`src/rtl/fetch_stage.sv`:
```
// Instruction fetch stage: owns the program counter and runs the
// req/ack fetch from instruction memory and the valid/ready hand-off to decode.
module fetch_stage #(
    parameter int unsigned             PC_WIDTH    = 8,
    parameter int unsigned             INSTR_WIDTH = 8,
    parameter logic [PC_WIDTH-1:0]     RESET_PC    = '0
) (
    input  logic                   clk,
    input  logic                   rst_n,
    input  logic                   enable,
    input  logic [PC_WIDTH-1:0]    next_pc,
    output logic [PC_WIDTH-1:0]    pc,
    output logic                   imem_req,
    output logic [PC_WIDTH-1:0]    imem_addr,
    input  logic                   imem_ack,
    input  logic [INSTR_WIDTH-1:0] imem_rdata,
    output logic [INSTR_WIDTH-1:0] instr,
    output logic                   instr_valid,
    input  logic                   instr_ready,
    output logic [7:0]             fetch_count
);

    typedef enum logic [1:0] {
        IDLE = 2'b00,
        REQ  = 2'b01,
        HOLD = 2'b10
    } state_t;

    state_t state;

    // The request address is the pc itself; pc only moves on retire,
    // so the address cannot change while a request is outstanding.
    assign imem_addr = pc;

    // Fetch sequencer: IDLE -> REQ -> HOLD -> (REQ | IDLE), outputs registered.
    always_ff @(posedge clk or negedge rst_n) begin
        if (!rst_n) begin
            state       <= IDLE;
            pc          <= RESET_PC;
            imem_req    <= 1'b0;
            instr       <= '0;
            instr_valid <= 1'b0;
            fetch_count <= 8'h00;
        end else begin
            case (state)
                IDLE: begin
                    imem_req    <= 1'b0;
                    instr_valid <= 1'b0;
                    if (enable) begin
                        state    <= REQ;
                        imem_req <= 1'b1;
                    end
                end
                REQ: begin
                    // Stay here until memory answers; the wait is unbounded.
                    if (imem_ack) begin
                        state       <= HOLD;
                        instr       <= imem_rdata;
                        instr_valid <= 1'b1;
                        imem_req    <= 1'b0;
                    end
                end
                HOLD: begin
                    // Single-entry buffer: no new request until decode takes it.
                    if (instr_ready) begin
                        pc          <= next_pc;
                        instr_valid <= 1'b0;
                        fetch_count <= fetch_count + 8'd1;
                        if (enable) begin
                            state    <= REQ;
                            imem_req <= 1'b1;
                        end else begin
                            state    <= IDLE;
                            imem_req <= 1'b0;
                        end
                    end
                end
                default: begin
                    // Unreachable encoding: recover to a quiet IDLE.
                    state       <= IDLE;
                    imem_req    <= 1'b0;
                    instr_valid <= 1'b0;
                end
            endcase
        end
    end

endmodule

```
`config.mk`:
```
export PLATFORM = sky130hd
export DESIGN_NAME = fetch_stage
export DESIGN_NICKNAME = d
export VERILOG_FILES = /design/src/rtl/fetch_stage.sv
export SDC_FILE = /design/constraint.sdc
export NUM_CORES = 1
export LEC_CHECK = 0
export ABC_AREA = 1
export CAP_MARGIN = 15
export CORE_AREA = 2 2 61 63
export CTS_CLUSTER_SIZE = 8
export DETAILED_ROUTE_END_ITERATION = 10
export DIE_AREA = 0 0 63 65
export GPL_TIMING_DRIVEN = 0
export PLACE_DENSITY = 0.74
export SETUP_SLACK_MARGIN = 0.15
export SYNTH_ARGS = -nofsm -noshare
export SYNTH_HDL_FRONTEND = slang
export SYNTH_SLANG_ARGS = --single-unit
export TNS_END_PERCENT = 100
```
`constraint.sdc`:
```
create_clock -name clk -period 1 [get_ports clk]
set_input_delay 0.1 -clock clk [delete_from_list [all_inputs] [get_ports clk]]
set_output_delay 0.1 -clock clk [all_outputs]
set_load 0.05 [all_outputs]
```
==> run metrics <==
status complete, but fails checks; failing checks negative setup slack; Sw Share 47.8%; register area 721 µm²; area share of the largest cell type after synthesis 56.3%; global-route wire length before repair 5590 µm; Longest Clk Path Bufs 2; fin nets 247; worst skew pair latency 0.33 ns; Tcrit/Tclk final 116%; RSZ-0062 raised after global routing true; Die Area 4100 µm²; Synth warnings 0; grt total ovfl 0; DR WL/cell 12.0 µm; Setup crit end kind register; Detailed Route WL 3270 µm; Worst setup startpoint state[0]; Int Power 4.04 mW; XOR/XNOR Fraction of Synth Area 2.82%; core area 3500 µm²; final worst path period need 1.16 ns; fillers 283; Most used DFF post-synth dfrtp_1; top cells by area, synth dfrtp_1, nand2_1, inv_1, buf_4, o21ai_0; via count 1180; WP data required 1.28 ns; crit-path max FO 4; hpwl dp 2040 µm; clock power share 7.2%; Num CTS Buffers 3; post-synthesis compound-gate area fraction 6.84%; Via-to-Cell Ratio 4.34; Max-slew headroom 53.3%; Die Ht 65 µm; Initial Util 35.6%; largest stage delay on the critical path 0.42 ns; sequential power share 26.4%; Buffers on Ports 54; # DRC 0; pwr dens 3240 nW/µm²; CTS tree built; Iter 0 DRT Violations 25; Post-Synth Adder-Cell Area 1.01%; delay-heaviest family, CP flip-flops; startpoint types register; R2R setup slack -0.16 ns; worst hold-check path type input pin to asynchronous set/reset pin; Post-DP Area 1960 µm²; Critical path buffers and inverters 3; FMAX 863 MHz; main combinational cell family by area after synthesis simple AND/OR/NAND/NOR gates; Clock Pin Slew Worst Setup and Hold Paths 0.15 ns; Avg Cell Area, Syn 9.01 µm²; Placed Cells 241; final non-filler cell area 2390 µm²; worst slack, placed -0.361 ns; fin worst setup slack -0.158 ns; Non-Filler Instances 272; worst path arrival time 1.44 ns; P_leak 1.19 nW; Seq/Total Area, Yosys 56.3%; WS Path Type register to register; Worst-Margin Slew 0.699 ns; clock sink count 28; site row count 22; clock root cell clkbuf_4; Synth Register Bits 28; max-slew violation count 0; # diodes 0; crit-path cells inv_2 > nand3_4 > buf_8 > nor2_4 > nand2_1 > nand2_1 > nand2_1 > inv_1; Synth-to-Final Area Change 92.1%; Slowest cell on crit path dfrtp_1; Post-synth EDFFs 0; Max H-tree Level 1; post-synth cell types 20; Mapped Nets 160; Simple-Gate Fraction of Synth Area 18.3%; multiplexer share of the synthesized area 0%; initial antenna violation count 0; GRT Total Usage 17.5%; post-synth top area cell dfrtp_1; layout cell share with drive strength beyond 1 58.0%; first-pass iteration count of the detailed router 4; Die Wd 63 µm; switching pwr 3.70 mW; hold buffers post-CTS 0; mapped cell area 1240 µm²; Multi-input gate area 509 µm²; Post-synth top cells nand2_1, dfrtp_1, inv_1; most common cell in the netlist nand2_1; worst hold slack 0.169 ns; total power 7.74 mW; Max IR drop VDD 1.71 mV; # setup viols final 57; combinational share of power 66.4%; Top Ports 55; post-route setup TNS -3.83 ns; Final ANT Viol Nets 0; Clock Skews 0.00986 ns; maximum number of pins on one net before global-route repair 16; Post-Route Utilization 68.3%; R2R Path Start state[0]; Synth Instances 138; Fin. Hold Viols 0; routability cong. 0.753; ys async rst share 100%; vias in the first global route 1209; maxcap violations 0; CP most frequent cell nand2_1
==> cells in the final DEF (no fill, tap or decap), types with 2 or more instances in the layout <==
| cell | n |
|---|---|
| nor2_4 | 2 |
| buf_8 | 7 |
| buf_6 | 43 |
| clkbuf_4 | 3 |
| nand2_1 | 26 |
| nand3_2 | 6 |
| o21ai_1 | 4 |
| clkdlybuf4s50_1 | 20 |
| inv_1 | 24 |
| o21ai_2 | 13 |
| buf_4 | 21 |
| inv_2 | 3 |
| dfrtp_2 | 16 |
| xor2_1 | 2 |
| clkbuf_8 | 2 |
| nand2_2 | 10 |
| nand3_4 | 2 |
| dfrtp_1 | 12 |
| nand3b_1 | 2 |
==> cell type report <==
cell class | count | share of cell area [%]
sequential | 28 | 30.2
inverter | 27 | 4.24
buffer | 11 | 5.45
multi-input combinational | 73 | 21.3
clock buffer | 4 | 1.52
timing repair buffer | 81 | 34.8
tap | 48 | 2.51
==> path summary, 6_finish.rpt <==
| check | cells past startpoint | endpoint |
|---|---|---|
| min | 1 | instr[3] |
| min reg2reg | 2 | instr_valid |
| max reg2reg | 8 | fetch_count[6] |
| max in group asynchronous | 2 | imem_addr[2] |
| min in group clk | 3 | instr[3] |
| max | 8 | fetch_count[6] |
==> routing by layer <==
metal  wire, µm  vias up  GRT usage [%]
li1           -      588              -
met1       1270      551           18.9
met2       1780       37           33.8
met3        192        4           4.17
met4         27        0           5.00
met5          0        -              0
==> repair_timing <==
item | 4_1_cts | 5_1_grt
endpoints found under the setup margin | 62 | 62
setup buffers | 18 | 7
gates cloned | 3 | 0
pin swaps | 9 | 7
gates resized for setup | 241 | 42
==> flip-flops by register name (all words and copies together), names as in the netlist <==
register,flops
state,2
imem_req,1
imem_addr,8
instr,8
fetch_count,8
instr_valid,1
==> worst reg2reg max path, stage by stage, from the launching register on <==
cell and delay, ns:
dfrtp_1 0.42, inv_2 0.09, nand3_4 0.11, buf_8 0.15, nor2_4 0.13, nand2_1 0.06, nand2_1 0.05, nand2_1 0.05
inv_1 0.05
==> power by group through the flow <==
stage / Clock [mW] / Sequential [mW] / Combinational, mW
after floorplan: 0 / 3.35 / 1.44
after global placement: 0 / 1.98 / 4.10
after detailed placement: 0 / 2.00 / 4.16
after CTS: 0.579 / 1.99 / 4.66
after global routing: 0.634 / 2.11 / 5.37
final: 0.554 / 2.04 / 5.14
==> cell families after synthesis <==
family	after synthesis
fa+ha+maj	1
flops	28
simple gates	50
compound gates	17
buf+inv	38
xor+xnor	4
(Power assumes the default switching activity.)
